<file path="src/rtl/instr_loader_pkg.sv">
// Shared encodings for the instruction loader and the CPU control decoders.
// Holds MIPS opcode/funct values, the request op-class enum and loader states.
package instr_loader_pkg;

  localparam logic [5:0] OP_RTYPE = 6'd0;
  localparam logic [5:0] OP_J     = 6'd2;
  localparam logic [5:0] OP_BEQ   = 6'd4;
  localparam logic [5:0] OP_LW    = 6'd35;
  localparam logic [5:0] OP_SW    = 6'd43;

  localparam logic [5:0] FN_ADD = 6'h20;
  localparam logic [5:0] FN_SUB = 6'h22;
  localparam logic [5:0] FN_AND = 6'h24;
  localparam logic [5:0] FN_OR  = 6'h25;
  localparam logic [5:0] FN_SLT = 6'h2A;

  typedef enum logic [3:0] {
    CLS_ADD = 4'd0,
    CLS_SUB = 4'd1,
    CLS_AND = 4'd2,
    CLS_OR  = 4'd3,
    CLS_SLT = 4'd4,
    CLS_LW  = 4'd5,
    CLS_SW  = 4'd6,
    CLS_BEQ = 4'd7,
    CLS_J   = 4'd8
  } op_cls_e;

  typedef enum logic [1:0] {
    S_IDLE,
    S_LOAD,
    S_DONE
  } ld_state_e;

  function automatic logic [31:0] r_word(
    input logic [4:0] rs,
    input logic [4:0] rt,
    input logic [4:0] rd,
    input logic [5:0] fn
  );
    return {OP_RTYPE, rs, rt, rd, 5'd0, fn};
  endfunction

endpackage

</file>
<file path="src/rtl/instr_loader_encode.sv">
// Combinational encoder: symbolic op class plus fields -> 32-bit MIPS word.
// Op classes 9-15 produce a zero word with illegal_o raised.
module instr_encode
  import instr_loader_pkg::*;
(
  input  logic [3:0]  op_i,
  input  logic [4:0]  rs_i,
  input  logic [4:0]  rt_i,
  input  logic [4:0]  rd_i,
  input  logic [15:0] imm_i,
  input  logic [25:0] target_i,
  output logic [31:0] word_o,
  output logic        illegal_o
);

  always_comb begin
    word_o    = '0;
    illegal_o = 1'b0;
    unique case (op_i)
      CLS_ADD: word_o = r_word(rs_i, rt_i, rd_i, FN_ADD);
      CLS_SUB: word_o = r_word(rs_i, rt_i, rd_i, FN_SUB);
      CLS_AND: word_o = r_word(rs_i, rt_i, rd_i, FN_AND);
      CLS_OR:  word_o = r_word(rs_i, rt_i, rd_i, FN_OR);
      CLS_SLT: word_o = r_word(rs_i, rt_i, rd_i, FN_SLT);
      CLS_LW:  word_o = {OP_LW, rs_i, rt_i, imm_i};
      CLS_SW:  word_o = {OP_SW, rs_i, rt_i, imm_i};
      CLS_BEQ: word_o = {OP_BEQ, rs_i, rt_i, imm_i};
      CLS_J:   word_o = {OP_J, target_i};
      default: illegal_o = 1'b1;
    endcase
  end

endmodule

</file>
<file path="src/rtl/instr_loader.sv">
// Sequential instruction-memory writer fed by a valid/ready request stream.
// Define LOADER_CHECKSUM_EN to add a running XOR checksum output.
module instr_loader
  import instr_loader_pkg::*;
#(
  parameter int ADDR_W    = 8,
  parameter int BASE_ADDR = 0
) (
  input  logic              clk,
  input  logic              rst,
  input  logic              start,
  input  logic              in_valid,
  output logic              in_ready,
  input  logic              in_last,
  input  logic [3:0]        op,
  input  logic [4:0]        rs,
  input  logic [4:0]        rt,
  input  logic [4:0]        rd,
  input  logic [15:0]       imm,
  input  logic [25:0]       target,
  output logic              imem_we,
  output logic [ADDR_W-1:0] imem_addr,
  output logic [31:0]       imem_wdata,
  output logic [ADDR_W:0]   count,
  output logic              busy,
  output logic              done,
  output logic              err_illegal,
  output logic              err_full
`ifdef LOADER_CHECKSUM_EN
  ,output logic [31:0]      checksum
`endif
);

  localparam logic [ADDR_W-1:0] BASE = ADDR_W'(BASE_ADDR);

  ld_state_e         state_q, state_d;
  logic [ADDR_W-1:0] ptr_q;
  logic [ADDR_W-1:0] addr_q;
  logic [31:0]       wdata_q;
  logic [ADDR_W:0]   count_q;
  logic              we_q;
  logic              ill_q;
  logic              full_err_q;
  logic [31:0]       cks_q;

  logic [31:0] enc_word;
  logic        enc_ill;
  logic        full;
  logic        hs;
  logic        open_s;

  instr_encode u_enc (
    .op_i      (op),
    .rs_i      (rs),
    .rt_i      (rt),
    .rd_i      (rd),
    .imm_i     (imm),
    .target_i  (target),
    .word_o    (enc_word),
    .illegal_o (enc_ill)
  );

  // Full once every word of the memory has been written this session.
  assign full     = count_q[ADDR_W];
  assign in_ready = (state_q == S_LOAD) & ~full;
  assign hs       = in_valid & in_ready;
  assign open_s   = (state_q == S_IDLE) & start;

  always_comb begin
    state_d = state_q;
    unique case (state_q)
      S_IDLE: if (start) state_d = S_LOAD;
      S_LOAD: if (hs && in_last) state_d = S_DONE;
      S_DONE: state_d = S_IDLE;
      default: state_d = S_IDLE;
    endcase
  end

  always_ff @(posedge clk or posedge rst) begin
    if (rst) state_q <= S_IDLE;
    else     state_q <= state_d;
  end

  always_ff @(posedge clk or posedge rst) begin
    if (rst) begin
      ptr_q      <= BASE;
      addr_q     <= BASE;
      wdata_q    <= '0;
      count_q    <= '0;
      we_q       <= 1'b0;
      ill_q      <= 1'b0;
      full_err_q <= 1'b0;
      cks_q      <= '0;
    end else begin
      we_q <= 1'b0;
      if (open_s) begin
        ptr_q      <= BASE;
        count_q    <= '0;
        ill_q      <= 1'b0;
        full_err_q <= 1'b0;
        cks_q      <= '0;
      end
      if (hs && enc_ill) begin
        ill_q <= 1'b1;
      end else if (hs) begin
        we_q    <= 1'b1;
        addr_q  <= ptr_q;
        wdata_q <= enc_word;
        ptr_q   <= ptr_q + ADDR_W'(1);
        count_q <= count_q + (ADDR_W+1)'(1);
        cks_q   <= cks_q ^ enc_word;
      end
      if ((state_q == S_LOAD) && full && in_valid)
        full_err_q <= 1'b1;
    end
  end

  assign imem_we     = we_q;
  assign imem_addr   = addr_q;
  assign imem_wdata  = wdata_q;
  assign count       = count_q;
  assign busy        = (state_q == S_LOAD);
  assign done        = (state_q == S_DONE);
  assign err_illegal = ill_q;
  assign err_full    = full_err_q;
`ifdef LOADER_CHECKSUM_EN
  assign checksum    = cks_q;
`else
  logic unused_cks;
  assign unused_cks = ^cks_q;
`endif

endmodule

</file>
<file path="config.mk">
export PLATFORM = sky130hd
export DESIGN_NAME = instr_loader
export DESIGN_NICKNAME = d
export VERILOG_FILES = /design/src/rtl/instr_loader_pkg.sv /design/src/rtl/instr_loader_encode.sv /design/src/rtl/instr_loader.sv
export SDC_FILE = /design/constraint.sdc
export NUM_CORES = 1
export LEC_CHECK = 0
export BUFFER_PORTS_ARGS = -buffer_cell sky130_fd_sc_hd__buf_2
export CORE_ASPECT_RATIO = 1.1
export CORE_MARGIN = 1.5
export CORE_UTILIZATION = 52
export CTS_CLUSTER_SIZE = 16
export DETAILED_ROUTE_END_ITERATION = 8
export PLACE_DENSITY = 0.89
export SLEW_MARGIN = 20
export SYNTH_ARGS = -nofsm -noshare
export SYNTH_HDL_FRONTEND = slang
export SYNTH_SLANG_ARGS = --single-unit
</file>
<file path="constraint.sdc">
create_clock -name clk -period 5.4 [get_ports clk]
set_clock_uncertainty 0.15 [all_clocks]
set_input_delay 0.27 -clock clk [delete_from_list [all_inputs] [get_ports clk]]
set_output_delay 0.27 -clock clk [all_outputs]
set_load 0.05 [all_outputs]
</file>
==> After elaboration in Yosys (flattened, before gate mapping) <==
Cells that the tools add are included.
{ "totals": {"input_bits": 66, "output_inout_bits": 55, "ff_bits": 62, "word_cells": 54} }
{ "op_classes": {"n_reduce_logical": 11, "n_eq_ne": 12, "muxes": 16, "n_addsub": 2, "n_bitwise": 5} }
{ "op_table": {"columns": ["operator", "count"], "rows": [
  ["$pmux W32 S9", 1],
  ["$mux W9", 3],
  ["$mux W8", 3],
  ["$eq A4 B3 Y1 const B", 4],
  ["$add A9 B1 Y9 const B", 1],
  ["$reduce_or A9 Y1", 1],
  ["$add A8 B1 Y8 const B", 1],
  ["$eq A4 B2 Y1 const B", 2],
  ["$mux W1", 6],
  ["$eq A4 B1 Y1 const B", 1],
  ["$eq A4 B4 Y1 const B", 1],
  ["$logic_and A1 B1 Y1", 4],
  ["$logic_not A4 Y1", 1],
  ["$mux W2", 2],
  ["$pmux W2 S2", 1],
  ["$reduce_and A2 Y1", 2],
  ["$reduce_bool A2 Y1", 2],
  ["$and A1 B1 Y1", 3],
  ["$eq A2 B1 Y1 const B", 1],
  ["$eq A2 B2 Y1 const B", 1],
  ["$logic_not A2 Y1", 1],
  ["$ne A2 B1 Y1 const B", 1],
  ["$ne A2 B2 Y1 const B", 1],
  ["$not A1 Y1", 2]
]} }

==> Logic depth before layout (Yosys ltp) <==
Gate-level depths: netlist (run 1).
{ "depth": {"word_depth": 6, "ltp_mapped": 7, "depth_no_buf": 5} }

==> Modules after synthesis <==
A second synthesis (run 1) with hierarchy kept.
{ "unflattened": {"hier_cells": 292, "hier_area_um2": 3221.8} }
{ "modules_own_cells": {"columns": ["module", "cells_per_inst", "n_inst", "area_each_um2", "seq_area_each_um2"], "rows": [
  ["instr_loader", 190, 1, 2618.8, 1551.5],
  ["instr_encode", 102, 1, 603.1, 0.0]
]} }

==> Worst setup path before layout (run 1) <==
Ideal clock, no wire load.
{ "synth_timing": {"path_type": "reg-to-reg", "startpoint": "register count_q[8], in the netlist count[8]", "endpoint": "register wdata_q[4], in the netlist imem_wdata[4]", "arrival_time_ps": 1527, "required_ps": 5124, "path_buffers": 1, "path_stages_with_launch": 6, "setup_slack_ps": 3597, "setup_ps": 126, "period_less_slack_ps": 1803, "cell_sequence": "dfrtp_1 > and4bb_2 > nand2_4 > buf_2 > a221oi_1 > nor2_1"} }
{ "synth_between": {"elab_chain_len": 6} }
{ "synth_rtl": {"columns": ["item", "line_no", "rtl"], "rows": [
  ["from (decl)", "instr_loader.sv:40", "logic [ADDR_W:0] count_q;"],
  ["from (signal assigned)", "instr_loader.sv:110", "count_q <= count_q + (ADDR_W+1)'(1);"],
  ["$not A1 Y1 *", "instr_loader.sv:65", "assign in_ready = (state_q == S_LOAD) & ~full;"],
  ["$and A1 B1 Y1 *", "instr_loader.sv:65", null],
  ["$and A1 B1 Y1 *", "instr_loader.sv:66", "assign hs = in_valid & in_ready;"],
  ["$logic_and A1 B1 Y1", "instr_loader.sv:103", "if (hs && enc_ill) begin"],
  ["$not A1 Y1 (no source line)", null, null],
  ["$reduce_and A2 Y1 (no source line) *", null, null],
  ["to (signal assigned)", "instr_loader.sv:108", "wdata_q <= enc_word;"],
  ["to (decl)", "instr_loader.sv:39", "logic [31:0] wdata_q;"]
]} }
Every way passes the cells marked *; elsewhere a longest branch is shown, timed or not.
A chain may end at the register's enable or synchronous reset.

==> Worst setup path in the final report (run 1) <==
{ "layout_timing": {"startpoint": "register count_q[8], in the netlist count[8]", "endpoint": "register wdata_q[11], in the netlist imem_wdata[11]"} }
Same word-level chain as after synthesis.

==> results of run 1 <==
## power groups by stage
stage	clock network, uW	logic (uW)	registers (uW)
global placement	0	979	683
CTS	424	999	680
global route	443	1050	702
detailed placement	0	997	688
finish	416	995	680
floorplan	0	310	1150
## worst max-delay path, delay by kind of cell (launching register included)
family / cells / cell delay [ps]
buffers and inverters: 1 / 520
AOI/OAI and AO/OA: 2 / 430
and+or+nand+nor: 2 / 820
DFF: 1 / 430
## flip-flops by register name (all words and copies together), names as in the netlist
signal	cells
imem_addr	8
state_q	2
count	9
err_illegal	1
imem_wdata	30
imem_we	1
err_full	1
ptr_q	8
## layer usage
layer | vias to the layer above | GRT usage (%) | routed length (microns)
met2 | 116 | 40.5 | 3740
met3 | 14 | 5.03 | 517
met1 | 1382 | 32.4 | 3320
met5 | - | 0 | 0
li1 | 1387 | - | -
met4 | 0 | 12.5 | 146
## cells by family (layout without fill, tap and decap cells)
logic type               after synthesis  in the layout  synth area share (%)
XOR/XNOR                               3              3                 0.858
adder cells (fa/ha/maj)                2              2                 0.817
AO/OA/AOI/OAI                         87             87                  20.9
multiplexers                           3              3                 0.980
AND/OR/NAND/NOR                      140            140                  21.5
buffers and inverters                 32            144                  5.76
flip-flops                            60             60                  49.0
other                                  1              1                 0.122
## repair_timing
action,CTS,global route
hold buffers,1,0
endpoints found under the hold margin,1,0
setup endpoints to repair,0,0
## cells in the final DEF, fill, tap and decap left out, types with 4 or more instances in the layout
cell | Yosys | final
buf_2 | 8 | 119
dfrtp_1 | 60 | 60
nand2_1 | 50 | 50
nor2_1 | 44 | 44
o21ai_0 | 17 | 17
a221oi_1 | 16 | 16
nand3_1 | 15 | 15
a21oi_1 | 12 | 12
clkbuf_8 | 0 | 11
o21a_1 | 7 | 7
nor3b_1 | 6 | 6
a2bb2oi_1 | 6 | 6
and2_1 | 5 | 5
a31oi_1 | 5 | 5
o221ai_1 | 5 | 5
inv_1 | 5 | 4
## path summary, 6_finish.rpt
kind / startpoint / endpoint / slack, ps / cells after the start
worst max-delay path: count[8]$_DFF_PP0_ / imem_wdata[11]$_DFFE_PP0P_ / 2930 / 5
worst min-delay path: rst / imem_addr[2]$_DFFE_PP0P_ / -6 / 3
worst max register to register: count[8]$_DFF_PP0_ / imem_wdata[11]$_DFFE_PP0P_ / 2930 / 5
worst min register to register: imem_addr[0]$_DFFE_PP0P_ / imem_addr[0]$_DFFE_PP0P_ / 330 / 2
max in group asynchronous: rst / imem_wdata[14]$_DFFE_PP0P_ / 4610 / 3
min in group clk: target[17] / imem_wdata[17]$_DFFE_PP0P_ / 40 / 3
## final cells by class
type | instances | area [sq um] | share of cell area (%)
clock buffer | 13 | 159 | 4.15
timing repair buffer | 121 | 613 | 16.0
tap | 77 | 96.3 | 2.52
multi-input combinational | 236 | 1390 | 36.2
inverter | 7 | 27.5 | 0.719
clock inverter | 3 | 45.0 | 1.18
sequential | 60 | 1500 | 39.2
## stage by stage
| stage | hold WS, ps | power (uW) |
|---|---|---|
| 2_1_floorplan | 266 | 1460 |
| 3_3_place_gp | 310 | 1660 |
| 3_5_place_dp | 311 | 1680 |
| 4_1_cts | 7.30 | 2100 |
| 5_1_grt | 52.5 | 2200 |
| 6_report | -6.40 | 2090 |
==> summary.txt, run 1 <==
Status = finished, violations left
Violated checks = hold timing
Clk root buf = clkbuf_8
Final Cycle Share = 45.7%
Post-CTS sizing = 0
Initial antenna violation count = 0
Clock latency on the worst-skew pair = 340 ps
Final worst setup slack = 2930 ps
Synth async-reset ratio = 100%
# port buffers = 119
Die Span X = 76.2 microns
CTS clock-pin slew for the worst setup and hold paths = 70 ps
Clk pwr share = 19.9%
Dpl cell area = 3610 sq um
Slowest stage cell, crit path = and4bb_2
Yosys warnings = 0
Die Y = 83.5 microns
Placed insts = 500
Via count = 2,899
RSZ-0062 raised after global routing = false
Non-filler instance count after layout = 517
Max-cap viol count = 0
Worst Path Max Fanout = 44
Required time worst endpoint = 5470 ps
Post-CTS Setup Repair Bufs = 0
Cell variety after synth = 49
Relative slew slack = 49.7%
Max incr delay on CP = 530 ps
Hold WS = -6.40 ps
Top_reg_cell synth = dfrtp_1
Switching share of power = 49.2%
Pin count of the biggest net entering global routing = 61
Area contributors post-synth = dfrtp_1 (49%), nand2_1 (6.1%), nor2_1 (5.4%)
H-tree depth = 3
Vias in the first global route = 2,761
RePlAce Congestion = 0.855
Post-synth top cells = dfrtp_1 (60), nand2_1 (50), nor2_1 (44), o21ai_0 (17), a221oi_1 (16)
DP HPWL = 5230 microns
IO Pins = 121
CP Capture Type = flip-flop
Maximum VDD drop = 0.000381 V
Syn_nets = 396
Pwr dens = 546 nW/um^2
Area leader, netlist = dfrtp_1
Design area = 3830 sq um
Post-route minimum period = 2470 ps
ANT nets after route = 0
Crit path DAT = 2540 ps
Drt initial violations = 226
Net count, final = 503
Routed length per instance = 14.9 microns
First-pass GRT wire length = 12,600 microns
CTS tree = built
Combinational power share = 47.6%
Final wirelength = 7730 microns
Sequential Power Share = 32.5%
Share of cells above drive strength 1 = 32.3%
Post-Syn Area = 3060 sq um
Full die area = 6360 sq um
Count leader, synth = dfrtp_1
P_leak = 0.00189 uW
EDFF count, synth = 0
DRC = 0
Rows = 29
Overflow after GRT = 0
Cell internal pwr = 1060 uW
DR pass1 iterations = 4
Synth-to-layout area growth = 25.0%
Seq/Total Area, Yosys = 49.0%
Deepest clock path buffer count = 2
Core area = 5730 sq um
Synthesized area per cell = 9.34 sq um
Crit Path Category = flip-flop to flip-flop
Filler cells = 490
Setup WS pre-CTS = 2910 ps
Crit path launch type = flip-flop
Setup-failing EPs final = 0
Register bit count reported by yosys = 60
Fin. Hold Viols = 6
Net load switching power = 1030 uW
Final Max Slew Viols = 0
Synth Instances = 328
Fmax = 405 MHz
Hold Crit Class = input pin to asynchronous set/reset pin
Measured slew at the worst slew-check pin = 754 ps
Final Core Density = 66.8%
# diodes = 0
Total CTS buffers = 9
Vias/cell = 5.61
All-layer global routing usage = 25.1%
CTS sink count = 60
Yosys top cell area share = 49.0%
Crit-path cells = and4bb_2 -> nand2_4 -> clkinv_2 -> o221ai_1 -> o21a_1
Initial Utilization = 53.4%
Setup TNS = 0 ps
Note: power is estimated with default switching activity, not from simulation.
==> run 2, diff against run 1 <==
--- a/config.mk
+++ b/config.mk
@@ -8,10 +8,10 @@
 export BUFFER_PORTS_ARGS = -buffer_cell sky130_fd_sc_hd__buf_2
 export CORE_ASPECT_RATIO = 1.1
 export CORE_MARGIN = 1.5
-export CORE_UTILIZATION = 52
+export CORE_UTILIZATION = 44
 export CTS_CLUSTER_SIZE = 16
 export DETAILED_ROUTE_END_ITERATION = 8
-export PLACE_DENSITY = 0.89
+export PLACE_DENSITY = 0.8
 export SLEW_MARGIN = 20
 export SYNTH_ARGS = -nofsm -noshare
 export SYNTH_HDL_FRONTEND = slang
==> constraint.sdc (replaced) <==
create_clock -name clk -period 2.15 [get_ports clk]
set_clock_uncertainty 0.15 [all_clocks]
set_input_delay 0.1075 -clock clk [delete_from_list [all_inputs] [get_ports clk]]
set_output_delay 0.1075 -clock clk [all_outputs]
set_load 0.05 [all_outputs]
==> run 2 against run 1 <==
Compared with the run above:
- the run now ends clean
- first-iteration DRC count shrank 52%
- sequential share of layout area shrank 4.7 points
- core utilization shrank 1.6 points
- power grew to 2.6 times the previous value
- sequential power grew to 2.5 times the previous value
- cell count grew 11%
- critical path depth grew 2
- combinational power grew to 2.6 times the previous value
- count of clock-buffer cells in the layout shrank 1
- register-to-register slack lost 2600 ps
- largest cell class unchanged
==> summary.txt, run 2 (synthesis gave the netlist of run 1 again) <==
Final wirelength = 8870 microns (was 7730 microns)
CP Capture Type = flip-flop (unchanged)
Hold Crit Class = input pin to flip-flop (was input pin to asynchronous set/reset pin)
Clk root buf = clkbuf_8 (unchanged)
First-pass GRT wire length = 14,300 microns (was 12,600 microns)
Multi-input gate area in the final layout = 1390 sq um (unchanged)
Required time worst endpoint = 2250 ps (was 5470 ps)
Fmax = 525 MHz
Maximum VDD drop = 0.000691 V (was 0.000381 V)
Worst Path Max Fanout = 22 (was 44)
# diodes = 0 (unchanged)
Reg-to-reg critical path startpoint = count[8]$_DFF_PP0_ (unchanged)
Depth of the most critical reg-to-reg path = 6 (was 5)
# port buffers = 119 (unchanged)
Vias/cell = 5.53 (was 5.61)
Placed insts = 515 (was 500)
Dpl cell area = 3710 sq um (was 3610 sq um)
Hold_buf cts = 41 (was 1)
Post-CTS Setup Repair Bufs = 0 (unchanged)
IO Pins = 121 (unchanged)
Post-CTS sizing = 0 (unchanged)
Worst Hold End = ptr_q[5]$_DFF_PP0_
Clock latency on the worst-skew pair = 330 ps (was 340 ps)
All-layer global routing usage = 24.8% (was 25.1%)
Non-filler instance count after layout = 572 (was 517)
Worst r2r dst = imem_wdata[13]$_DFFE_PP0P_ (was imem_wdata[11]$_DFFE_PP0P_)
Initial Utilization = 45.9% (was 53.4%)
Worst R2R Setup Slack = 310 ps (was 2930 ps)
Die Span X = 82.6 microns (was 76.2 microns)
Initial antenna violation count = 0 (unchanged)
Measured slew at the worst slew-check pin = 537 ps (was 754 ps)
Full die area = 7470 sq um (was 6360 sq um)
Relative slew slack = 64.1% (was 49.7%)
Rows = 31 (was 29)
CTS clock-pin slew for the worst setup and hold paths = 70 ps (about the same)
Die Y = 90.5 microns (was 83.5 microns)
Net count, final = 553 (was 503)
DR pass1 iterations = 4 (unchanged)
Via count = 3,165 (was 2,899)
RSZ-0062 raised after global routing = false (unchanged)
Final Cycle Share = 88.7%
Pin count of the biggest net entering global routing = 39 (was 61)
CTS sink count = 60 (unchanged)
P_leak = 0.00212 uW (was 0.00189 uW)
Setup-failing EPs final = 0 (unchanged)
Core area = 6670 sq um (was 5730 sq um)
Max-cap viol count = 0 (unchanged)
Total Power = 5530 uW (was 2090 uW)
Design area = 4350 sq um (was 3830 sq um)
Crit path DAT = 2010 ps (was 2540 ps)
Min-delay src = start
Drt initial violations = 108 (was 226)
Min-Delay Path Depth = 3
RePlAce Congestion = 0.805 (was 0.855)
Share of cells above drive strength 1 = 30.8% (was 32.3%)
Fin. Hold Viols = 0 (was 6)
Status = finished clean (was finished, violations left)
Commonest cells after routing, fill and taps aside = buf_2 (119), dfrtp_1 (60), nand2_1 (50), nor2_1 (44), dlygate4sd3_1 (41) (was buf_2 (119), dfrtp_1 (60), nand2_1 (50), nor2_1 (44), o21ai_0 (17))
H-tree depth = 3 (unchanged)
Most common cell after layout, fill and taps aside = buf_2 (unchanged)
CTS tree = built (unchanged)
Total CTS buffers = 9 (unchanged)
DP HPWL = 5750 microns (was 5230 microns)
Crit path launch type = input pin (was flip-flop)
Deepest clock path buffer count = 2 (unchanged)
Overflow after GRT = 0 (unchanged)
Pwr dens = 1270 nW/um^2 (was 546 nW/um^2)
ANT nets after route = 0 (unchanged)
Setup TNS = 0 ps (unchanged)
DRC = 0 (unchanged)
Filler cells = 558 (was 490)
Final Max Slew Viols = 0 (unchanged)
Vias in the first global route = 3,070 (was 2,761)
Flip-flop and latch area = 1500 sq um (unchanged)
Routed length per instance = 15.5 microns (was 14.9 microns)
Synth-to-layout area growth = 42.0% (was 25.0%)
Max reg flops = 30 (unchanged)
Post-route minimum period = 1910 ps
Crit Path Category = input pin to flip-flop (was flip-flop to flip-flop)
run 2: changes by cell type in the layout (fill, tap and decap cells not counted), sizes merged:
cell / change
buf: +10
dlygate4sd3: +40
clkbuf: -1
bufinv: +2
clkinvlp: -1
run 2: worst max-delay path by stage:
stage                                             to  cells past startpoint                from  slack (ps)
after floorplan            imem_wdata[4]$_DFFE_PP0P_                      5  count[8]$_DFF_PP0_         350
after global placement    imem_wdata[14]$_DFFE_PP0P_                      6  count[8]$_DFF_PP0_         410
after detailed placement  imem_wdata[13]$_DFFE_PP0P_                      6  count[8]$_DFF_PP0_         340
after CTS                  imem_wdata[1]$_DFFE_PP0P_                      7               op[3]         260
after global routing       imem_wdata[1]$_DFFE_PP0P_                      7               op[3]         180
final                      imem_wdata[1]$_DFFE_PP0P_                      7               op[3]         240
run 2: worst max-delay path, stage by stage:
cell	delay, ps
buf_2	330
inv_2	260
nor3_4	220
buf_4	250
a22oi_1	110
dlygate4sd3_1	570
a21oi_1	130
run 2: power by group:
group	leakage, uW	switching, uW	internal, uW
clock	0.000111	438	772
combinational	0.00125	1950	652
sequential	0.000758	228	1490
run 2: routing by layer:
| layer | global-route usage (%) | vias to the layer above | wire length, microns |
|---|---|---|---|
| met5 | 0 | - | 0 |
| met4 | 9.72 | 0 | 226 |
| met3 | 4.95 | 23 | 501 |
| met2 | 42.7 | 111 | 4520 |
| met1 | 29.6 | 1545 | 3620 |
| li1 | - | 1486 | - |
run 2: final cells by class:
class	count	share of cell area, %
flip-flops and latches	60	34.5
multi-input cells	236	31.8
repair buffers	171	25.3
clock buffers	12	3.11
well taps	82	2.36
clock inverters	4	2.24
inverters	7	0.633
run 2: stage by stage:
step	util [%]	hold WS [ps]	setup WS [ps]
after floorplan	-	103	347
after global placement	55.6	11.9	413
after detailed placement	55.6	17.9	337
after CTS	65.2	4.37	264
after global routing	65.2	38.6	178
final	65.2	15.1	244
==> run 3, diff against run 2 <==
--- a/config.mk
+++ b/config.mk
@@ -11,6 +11,7 @@
 export CORE_UTILIZATION = 44
 export CTS_CLUSTER_SIZE = 16
 export DETAILED_ROUTE_END_ITERATION = 8
+export HOLD_SLACK_MARGIN = 0.08
 export PLACE_DENSITY = 0.8
 export SLEW_MARGIN = 20
 export SYNTH_ARGS = -nofsm -noshare
==> run 3 against run 2 <==
Compared with the run above:
- critical path depth did not move
- core utilization rose by 0.90 points
- register-to-register slack about the same
- first-iteration DRC count up 31%
- clock power about the same
- critical path type unchanged
- largest power group unchanged
- cell count is 1.0% higher
- global-route usage rose by 0.31 points
==> summary.txt, run 3 (synthesis gave the netlist of run 1 again) <==
Required time worst endpoint = 2260 ps (was 2250 ps)
Final Max Slew Viols = 0 (unchanged)
Synth-to-layout area growth = 44.0% (was 42.0%)
Crit Path Category = input pin to flip-flop (unchanged)
Pin count of the biggest net entering global routing = 39 (unchanged)
DP HPWL = 5750 microns (unchanged)
CTS sink count = 60 (unchanged)
Most common cell after layout, fill and taps aside = buf_2 (unchanged)
# diodes = 0 (unchanged)
CP Capture Type = flip-flop (unchanged)
DR pass1 iterations = 4 (unchanged)
Net count, final = 559 (was 553)
Crit path launch type = input pin (unchanged)
Met1 Use GR = 29.7% (was 29.6%)
Hold Crit Class = input pin to flip-flop (unchanged)
Vias/cell = 5.54 (was 5.53)
Deepest clock path buffer count = 2 (unchanged)
Hold_buf cts = 47 (was 41)
Fmax = 523 MHz (was 525 MHz)
Initial Utilization = 45.9% (unchanged)
Core area = 6670 sq um (unchanged)
Final wirelength = 9060 microns (was 8870 microns)
Vias in the first global route = 3,097 (was 3,070)
Max-cap viol count = 0 (unchanged)
RePlAce Congestion = 0.805 (unchanged)
Commonest cells after routing, fill and taps aside = buf_2 (119), dfrtp_1 (60), nand2_1 (50), dlygate4sd3_1 (47), nor2_1 (44) (was buf_2 (119), dfrtp_1 (60), nand2_1 (50), nor2_1 (44), dlygate4sd3_1 (41))
Clock latency on the worst-skew pair = 340 ps (was 330 ps)
Share of cells above drive strength 1 = 30.4% (was 30.8%)
M2 GR Usage = 43.6% (was 42.7%)
GRT busiest layer = met2 (unchanged)
# port buffers = 119 (unchanged)
Die Y = 90.5 microns (unchanged)
Routed length per instance = 15.7 microns (was 15.5 microns)
Rows = 31 (unchanged)
Final Cycle Share = 88.9% (was 88.7%)
Hold WS = 86.8 ps (was 15.1 ps)
Worst Path Max Fanout = 22 (unchanged)
Max reg flops = 30 (unchanged)
Die Span X = 82.6 microns (unchanged)
Full die area = 7470 sq um (unchanged)
Total CTS buffers = 9 (unchanged)
Initial antenna violation count = 0 (unchanged)
RSZ-0062 raised after global routing = false (unchanged)
CTS tree = built (unchanged)
Filler cells = 551 (was 558)
IO Pins = 121 (unchanged)
All-layer global routing usage = 25.1% (was 24.8%)
Post-route minimum period = 1910 ps (about the same)
Clk root buf = clkbuf_8 (unchanged)
Drt initial violations = 141 (was 108)
Via count = 3,202 (was 3,165)
H-tree depth = 3 (unchanged)
Setup TNS = 0 ps (unchanged)
DRC = 0 (unchanged)
First-pass GRT wire length = 14,400 microns (was 14,300 microns)
CTS clock-pin slew for the worst setup and hold paths = 70 ps (about the same)
Status = finished clean (unchanged)
Overflow after GRT = 0 (unchanged)
Fin. Hold Viols = 0 (unchanged)
P_leak = 0.00215 uW (was 0.00212 uW)
Measured slew at the worst slew-check pin = 540 ps (was 537 ps)
Total Power = 5550 uW (was 5530 uW)
Crit path DAT = 2020 ps (was 2010 ps)
Post-CTS sizing = 0 (unchanged)
Met3 usage = 4.85% (was 4.95%)
Pwr dens = 1260 nW/um^2 (was 1270 nW/um^2)
Relative slew slack = 63.9% (was 64.1%)
Post-CTS Setup Repair Bufs = 0 (unchanged)
Setup-failing EPs final = 0 (unchanged)
Maximum VDD drop = 0.000848 V (was 0.000691 V)
ANT nets after route = 0 (unchanged)
-- run 3: critical path: stages --
cell and delay, ps:
buf_2 340, inv_2 260, nor3_4 220, buf_4 260, a22oi_1 120, dlygate4sd3_1 580
a21oi_1 130
-- run 3: final timing paths --
check	from	end	slack, ps	depth (start not counted)
setup reg to reg	count[8]$_DFF_PP0_	imem_wdata[13]$_DFFE_PP0P_	310	6
hold reg to reg	imem_addr[0]$_DFFE_PP0P_	imem_addr[0]$_DFFE_PP0P_	330	2
max in group asynchronous	rst	ptr_q[4]$_DFF_PP0_	1040	4
min in group asynchronous	rst	imem_we$_DFF_PP0_	220	3
hold / removal	op[0]	imem_wdata[28]$_DFFE_PP0P_	90	3
setup / recovery	op[3]	imem_wdata[1]$_DFFE_PP0P_	240	7
-- run 3: through the flow --
step	cell area, sq um	setup WS, ps	util (%)	std cells
after floorplan	3060	347	-	328
after global placement	3710	413	55.6	515
after detailed placement	3710	337	55.6	515
after CTS	4410	264	66.1	578
after global routing	4410	182	66.1	578
final	4410	239	66.1	578
-- run 3: layer usage --
| metal | part of all wire (%) | vias up |
|---|---|---|
| met3 | 6.4 | 27 |
| met2 | 52 | 126 |
| li1 | - | 1500 |
| met1 | 39 | 1549 |
| met5 | 0 | - |
| met4 | 2.8 | 0 |
-- run 3: power breakdown --
group	leakage, uW	total (uW)	switching (uW)	internal, uW
Combinational	0.00128	2620	1960	659
Sequential	0.000758	1720	232	1490
Clock	0.000111	1210	441	772
Total	0.00215	5550	2630	2920
-- run 3: layout make-up --
cell class / instances / area, sq um / share of cell area (%)
clock buffers: 12 / 135 / 3.06
clock inverters: 4 / 97.6 / 2.21
inverters: 7 / 27.5 / 0.624
multi-input cells: 236 / 1390 / 31.4
flip-flops and latches: 60 / 1500 / 34.0
well taps: 82 / 103 / 2.33
repair buffers: 177 / 1160 / 26.3
